--- config.mk ---
export PLATFORM = sky130hd
export DESIGN_NAME = msg_fifo_arbiter
export DESIGN_NICKNAME = d
export VERILOG_FILES = /design/src/rtl/msg_fifo_arbiter.sv
export SDC_FILE = /design/constraint.sdc
export NUM_CORES = 1
export LEC_CHECK = 0
export BUFFER_PORTS_ARGS = -buffer_cell sky130_fd_sc_hd__buf_4
export CAP_MARGIN = 20
export CORE_AREA = 2 2 154 156
export CTS_CLUSTER_DIAMETER = 50
export DETAILED_ROUTE_END_ITERATION = 8
export DIE_AREA = 0 0 156 158
export HOLD_SLACK_MARGIN = 0.1
export SLEW_MARGIN = 20
export SYNTH_ARGS = -nofsm -noshare
export SYNTH_HDL_FRONTEND = slang
export SYNTH_SLANG_ARGS = --single-unit
--- constraint.sdc ---
create_clock -name clk -period 9.9 [get_ports clk]
set_input_delay 0.99 -clock clk [delete_from_list [all_inputs] [get_ports clk]]
set_output_delay 0.99 -clock clk [all_outputs]
set_load 0.005 [all_outputs]
--- src/rtl/msg_fifo_arbiter.sv ---
// Round-robin arbiter that serialises producer messages into the shared 32-bit
// message FIFO as atomic header + 2-word bursts, dropping messages when room is short.
module msg_fifo_arbiter #(
  parameter int          NUM_REQ    = 5,
  parameter int          FIFO_DEPTH = 256,
  parameter int          USEDW_W    = 8,
  parameter logic [15:0] HDR_TAG    = 16'h4242
) (
  input  logic                   clk,
  input  logic                   reset,
  input  logic                   enable,
  input  logic [NUM_REQ-1:0]     req,
  input  logic [NUM_REQ*64-1:0]  req_data,
  output logic [NUM_REQ-1:0]     ack,
  output logic                   ack_dropped,
  input  logic [USEDW_W-1:0]     fifo_usedw,
  output logic                   fifo_wrreq,
  output logic [31:0]            fifo_data,
  output logic [15:0]            drop_count,
  output logic                   busy
);

  localparam int          IDX_W      = (NUM_REQ > 1) ? $clog2(NUM_REQ) : 1;
  localparam logic [31:0] ROOM_LIMIT = 32'(FIFO_DEPTH - 3);

  typedef enum logic [2:0] {IDLE, HDR, W0, W1, DROP} state_t;

  state_t             state, state_n;
  logic [IDX_W-1:0]   ptr, ptr_n;
  logic [IDX_W-1:0]   winner, winner_n;
  logic [IDX_W-1:0]   pick;
  logic               found;
  logic               room;
  logic [31:0]        word0, word0_n;
  logic [31:0]        word1, word1_n;
  logic [31:0]        fifo_data_n;
  logic               fifo_wrreq_n;
  logic [NUM_REQ-1:0] ack_n;
  logic               ack_dropped_n;
  logic [15:0]        drop_count_n;
  logic [63:0]        slots [NUM_REQ];

  function automatic logic [IDX_W-1:0] next_idx(input logic [IDX_W-1:0] v);
    if (int'(v) == NUM_REQ - 1) return '0;
    return v + IDX_W'(1);
  endfunction

  function automatic logic [15:0] sat_inc(input logic [15:0] v);
    return (v == 16'hFFFF) ? v : v + 16'd1;
  endfunction

  for (genvar g = 0; g < NUM_REQ; g++) begin : g_slot
    assign slots[g] = req_data[g*64 +: 64];
  end

  // Free space only grows while a burst is in flight, so one check in IDLE suffices.
  assign room = (32'(fifo_usedw) < ROOM_LIMIT);

  always_comb begin
    logic [IDX_W-1:0] cand;
    cand  = ptr;
    found = 1'b0;
    pick  = ptr;
    for (int i = 0; i < NUM_REQ; i++) begin
      if (!found && req[cand]) begin
        found = 1'b1;
        pick  = cand;
      end
      cand = next_idx(cand);
    end
  end

  always_comb begin
    state_n       = state;
    ptr_n         = ptr;
    winner_n      = winner;
    word0_n       = word0;
    word1_n       = word1;
    fifo_data_n   = fifo_data;
    fifo_wrreq_n  = 1'b0;
    ack_n         = '0;
    ack_dropped_n = 1'b0;
    drop_count_n  = drop_count;

    case (state)
      IDLE: begin
        if (enable && found) begin
          winner_n = pick;
          if (room) begin
            state_n      = HDR;
            word0_n      = slots[pick][63:32];
            word1_n      = slots[pick][31:0];
            fifo_wrreq_n = 1'b1;
            fifo_data_n  = {HDR_TAG, 8'h00, 8'(pick)};
          end else begin
            state_n       = DROP;
            ack_n[pick]   = 1'b1;
            ack_dropped_n = 1'b1;
            drop_count_n  = sat_inc(drop_count);
          end
        end
      end
      HDR: begin
        state_n      = W0;
        fifo_wrreq_n = 1'b1;
        fifo_data_n  = word0;
      end
      W0: begin
        state_n       = W1;
        fifo_wrreq_n  = 1'b1;
        fifo_data_n   = word1;
        ack_n[winner] = 1'b1;
      end
      W1: begin
        state_n = IDLE;
        ptr_n   = next_idx(winner);
      end
      DROP: begin
        state_n = IDLE;
        ptr_n   = next_idx(winner);
      end
      default: state_n = IDLE;
    endcase
  end

  // Outputs are registered together with the state they belong to.
  always_ff @(posedge clk) begin
    if (reset) begin
      state       <= IDLE;
      ptr         <= '0;
      winner      <= '0;
      word0       <= '0;
      word1       <= '0;
      fifo_data   <= '0;
      fifo_wrreq  <= 1'b0;
      ack         <= '0;
      ack_dropped <= 1'b0;
      drop_count  <= '0;
      busy        <= 1'b0;
    end else begin
      state       <= state_n;
      ptr         <= ptr_n;
      winner      <= winner_n;
      word0       <= word0_n;
      word1       <= word1_n;
      fifo_data   <= fifo_data_n;
      fifo_wrreq  <= fifo_wrreq_n;
      ack         <= ack_n;
      ack_dropped <= ack_dropped_n;
      drop_count  <= drop_count_n;
      busy        <= (state_n != IDLE);
    end
  end

endmodule

* Yosys cells after proc, flatten, opt, wreduce, memory -nomap -nowiden
Cells that the tools add are included.
** Cells by class
- Add/subtract/negate cells :: 6
- Order comparisons :: 11
- Eq/ne operators :: 12
- Muxes and demuxes :: 58
- Bitwise logic cells :: 5
- Reduce and logical (&&, ||, !) cells :: 21
** Operators with widths (count)
- 64-bit binary-select mux with 3-bit select :: 1
- 64-bit two-way mux :: 2
- 32-bit case mux with 3 select lines :: 1
- 32-bit two-way mux :: 2
- 3-bit two-way mux :: 17
- 3-bit by 4-bit < comparator with 1-bit output (second input constant) :: 7
- 1-bit two-way mux :: 22
- 3-bit equality test (second input constant) :: 6
- 16-bit by 1-bit adder with 16-bit output (second input constant) :: 1
- 16-bit equality test (second input constant) :: 1
- 3-bit by 1-bit adder with 3-bit output (second input constant) :: 5
- 1-bit binary-select mux with 3-bit select :: 5
- 5-bit two-way mux :: 2
- 5-bit case mux with 2 select lines :: 1
- 3-bit case mux with 3 select lines :: 1
- 8-bit < comparator (second input constant) :: 1
- 1-bit logical AND :: 7
- 1-bit demux with 3-bit select :: 2
- 3-bit by 2-bit equality test with 1-bit output (second input constant) :: 2
- 3-bit by 1-bit >= comparator with 1-bit output (second input constant) :: 2
- 3-bit case mux with 2 select lines :: 1
- 3-bit AND reduction :: 2
- 3-bit nonzero test :: 2
- 4-bit >= comparator (second input constant) :: 1
- 12 further kinds :: 19
** Storage, ports and cells
- Flip-flop bits (word level) :: 129
- Input bits :: 336

* Longest topological paths before layout
- Word-level depth :: 23
- Depth in mapped cells :: 24
- Gate-level depth less buffers :: 19

* Least setup slack after synthesis
Ideal clock, no wire load.
- Path kind :: reg2reg
- Start :: reg ptr[0]
- End :: reg word0[21]
- Library setup time :: 0.122 ns
- Data arrival time :: 4.566 ns
- Path slack :: 5.212 ns
- Stages on the path, launching flop included :: 25
- Period minus slack after synthesis :: 4.688 ns
- Cell sequence :: dfxtp_1 -> buf_2 -> inv_1 -> ha_1 -> a21oi_1 -> inv_1 -> ha_1 -> o21ai_1 -> a22o_1 -> buf_2 -> inv_1 -> ha_1 -> mux2i_1 -> o311ai_0 -> o2bb2ai_1 -> nor4_1 -> or2_1 -> a221o_1 -> a31oi_1 -> buf_2 -> nor4_2 -> nor3b_2 -> buf_6 -> buf_6 -> a221o_1
** On the way
- Word-level cells in the longest chain between the ends :: 20
- Elaborated cells between the ends (all ways) :: 49
** Ends and longest elaborated chain
- from (decl) :: RTL line 29 : logic [IDX_W-1:0] ptr, ptr_n;
- from (signal assigned) :: RTL line 142 : ptr <= ptr_n;
- branches (longest 20 deep; another with 3-bit by 1-bit adder with 3-bit output)
- to (signal assigned) :: RTL line 144 : word0 <= word0_n;
- to (decl) :: RTL line 34 : logic [31:0] word0, word0_n;
Parallel ways; which one is timed is not known. The select of a mux whose other input is x is not followed.
A chain may end at the register's enable or synchronous reset.

* Worst setup path in the final report
- Start :: reg ptr[0]
- End :: reg word0[24]
The elaborated chain is that of the path after synthesis.

==> results_dict.tcl <==
set metrics [dict create \
    routedWlPerCell_um 20.3 \
    cts_buffers 17 \
    vias_per_cell 5.38 \
    regArea_um2 2580 \
    synth_ff_type "dfxtp_1" \
    power_density_nw_per_um2 166 \
    slew_violations 0 \
    drv_cap 0 \
    dpl.hpwl_mm 22.8 \
    fill_cells 2154 \
    drt-pass1-iter-count 7 \
    coreArea_um2 23100 \
    finalNetCount 1543 \
    grtUsageTotal 0.240 \
    syn-instance-count 845 \
    synth_most_common_cell "mux2i_1" \
    clock_skew_ps 10.2 \
    rows 56 \
    grt_pass1_wl_mm 45.1 \
    die_area_um2 24600 \
    rsz0062_at_grt "false" \
    drive_above_1_share 0.379 \
    r2r_end "word0[24]" \
    clock_path_buffers 2 \
    syn_area_per_cell_um2 9.56 \
    multi_input_area_um2 5140 \
    drc 0 \
    crit_fanout 133 \
    max_freq_mhz 163 \
    netlist_top_cells_count "202 x mux2i_1, 129 x dfxtp_1, 70 x nor2_1" \
    peakVddDrop_v 0.0000988 \
    synth_top_area_share 0.320 \
    startpoint_type "flip-flop" \
    hold-path-endpoint "fifo_data[5]" \
    io_buffers 391 \
    holdBufCountCts 0 \
    vias 8092 \
    yosys-top-cells-area "dfxtp_1 32%, mux2i_1 25%, a221o_1 8.1%" \
    grt_pass1_vias 7848 \
    ff2ff_setup_slack_ps 3760 \
    slew_headroom 0.218 \
    synth_edf_count 0 \
    timing.final.crit_share 0.620 \
    ant_nets 0 \
    p_leak_nw 5.09 \
    max_stage_delay_ps 620 \
    grt_max_degree 134 \
    setup_viol 0 \
    clock-sinks 129 \
    slowest_stage "buf_4" \
    globalplace.congestion 0.835 \
    placed_area_um2 11100 \
    fp.dieH_um 158 \
    tightest_slew_ps 1170 \
    cp_cell_sequence "inv_1 > ha_1 > a21oi_1 > inv_1 > ha_1 > o21ai_1 > a22o_1 > inv_1 > ha_1 > mux2i_1 > o311ai_0 > o2bb2ai_1 > nor4_1 > nor2_1 > a31oi_1 > o22ai_4 > buf_12 > nor4_2 > nor3b_4 > buf_4 > a221o_1" \
    hold_start "word1[5]" \
    holdPathStages 2 \
    setup-tns-final_ps 0 \
    synth_seq_cells 129 \
    synth-warning-count 0 \
    critical_path_class "reg -> reg" \
    synth_top_area_cell "dfxtp_1" \
    synth.distinct_cells 63 \
    rr_worst_depth 21 \
    synthesis.area_um2 8080 \
    hold_class "reg -> reg" \
    cp.required_ps 10250 \
    outcome "completed" \
    drtIter0Drc 560 \
    cts_root_buf "clkbuf_16" \
    post_cts_buffers 0 \
    cp.arrival_ps 6490 \
    synth_fp_nets 1191 \
    final_area_um2 11800 \
    syn_to_final_growth_pct 45.8 \
    die_w_um 156 \
    start_util 0.351 \
    routed_wl_mm 30.6 \
    hold_violations 0 \
    cts_tree "done" \
    h-tree-depth 4 \
    io_pins 392 \
    end_kind "flip-flop" \
    grt.overflow.total 0 \
    synthArstFlopShare 0 \
    r2r_start "ptr[0]" \
    clk_latency_ps 420 \
    clkTransAtPathRegs_ps 60 \
    antenna_found_initial 4 \
    postCtsResizedCells 0 \
    post-route-min-period_ps 6140 \
    yosysSeqAreaShare 0.320 \
]
-- power breakdown --
group | internal (mW) | switching (mW) | leakage [nW]
clock | 0.398 | 0.249 | 0.283
combinational | 0.348 | 0.336 | 3.76
sequential | 0.586 | 0.0403 | 1.05
total | 1.33 | 0.626 | 5.09
-- cells in the final DEF, fill, tap and decap left out, drive strengths merged, types with 4 or more instances in the layout --
| master | netlist | layout |
|---|---|---|
| or3 | 9 | 9 |
| clkbuf | 23 | 17 |
| and2 | 66 | 66 |
| nand2b | 7 | 7 |
| a31oi | 8 | 8 |
| mux2 | 4 | 4 |
| nand3 | 11 | 11 |
| nor3 | 11 | 11 |
| mux2i | 202 | 202 |
| o21ai | 16 | 16 |
| and3 | 7 | 7 |
| inv | 16 | 20 |
| a221o | 65 | 65 |
| ha | 10 | 10 |
| a22oi | 7 | 7 |
| a21oi | 25 | 25 |
| xnor2 | 7 | 7 |
| nand4 | 4 | 4 |
| nor4 | 5 | 5 |
| clkinvlp | 0 | 5 |
| or4 | 6 | 6 |
| a211oi | 9 | 9 |
| diode | 0 | 4 |
| a222oi | 25 | 25 |
| nand2 | 26 | 26 |
| buf | 42 | 398 |
| dfxtp | 129 | 129 |
| nor2 | 70 | 70 |
-- final cells by class --
| type | count | area share |
|---|---|---|
| clock buffers | 17 | 0.0361 |
| repair buffers | 398 | 0.256 |
| multi-input cells | 635 | 0.436 |
| diodes | 4 | 0.000850 |
| well taps | 290 | 0.0308 |
| inverters | 16 | 0.00510 |
| flip-flops and latches | 129 | 0.219 |
| clock inverters | 15 | 0.0154 |
-- how the worst max path moves through the flow --
stage,cells after the start,endpoint,startpoint
2_1_floorplan,24,word0[21],ptr[0]
3_3_place_gp,19,word0[30],ptr[0]
3_5_place_dp,19,word0[30],ptr[0]
4_1_cts,19,word0[30],ptr[0]
5_1_grt,21,word1[25],ptr[0]
6_report,21,word0[24],ptr[0]
-- metrics by stage --
step           total power [mW]  hold slack, ps  setup WS (ps)  utilization  std cells
2_1_floorplan              1.07             456           5210            -        845
3_3_place_gp               1.31             468           3570        0.483       1467
3_5_place_dp               1.31             482           3470        0.483       1467
4_1_cts                    1.96             494           3440        0.509       1499
5_1_grt                    2.05             533           2960        0.511       1502
6_report                   1.96             496           3760        0.511       1504
-- critical path, delay by kind of cell, from the launching register on --
family	cells	cell delay, ps
AND/OR/NAND/NOR	4	1230
adder cells (fa/ha/maj)	3	880
flip-flops	1	610
buffers and inverters	5	1210
AO/OA/AOI/OAI	8	1840
multiplexers	1	150
-- registers in the layout, summed over array words and instances, names as in the netlist, 3 cells and up --
signal / cells
winner: 3
drop_count: 16
ack: 5
word0: 32
ptr: 3
word1: 32
fifo_data: 32
state: 3
-- routing by layer --
metal / routed length, um / GRT usage / vias up
met1: 12200 / 0.291 / 3839
met4: 605 / 0.0708 / 0
li1: - / - / 3938
met3: 2010 / 0.0583 / 27
met5: 0 / 0 / -
met2: 15700 / 0.424 / 288
-- logic make-up after synthesis --
group,count (synthesis),synth area share
XOR/XNOR,10,0.0108
flip-flops,129,0.320
adder cells (fa/ha/maj),10,0.0155
AO/OA/AOI/OAI,171,0.180
multiplexers,208,0.261
AND/OR/NAND/NOR,236,0.161
buffers and inverters,81,0.0522
Power figures use the tool's default switching activity.
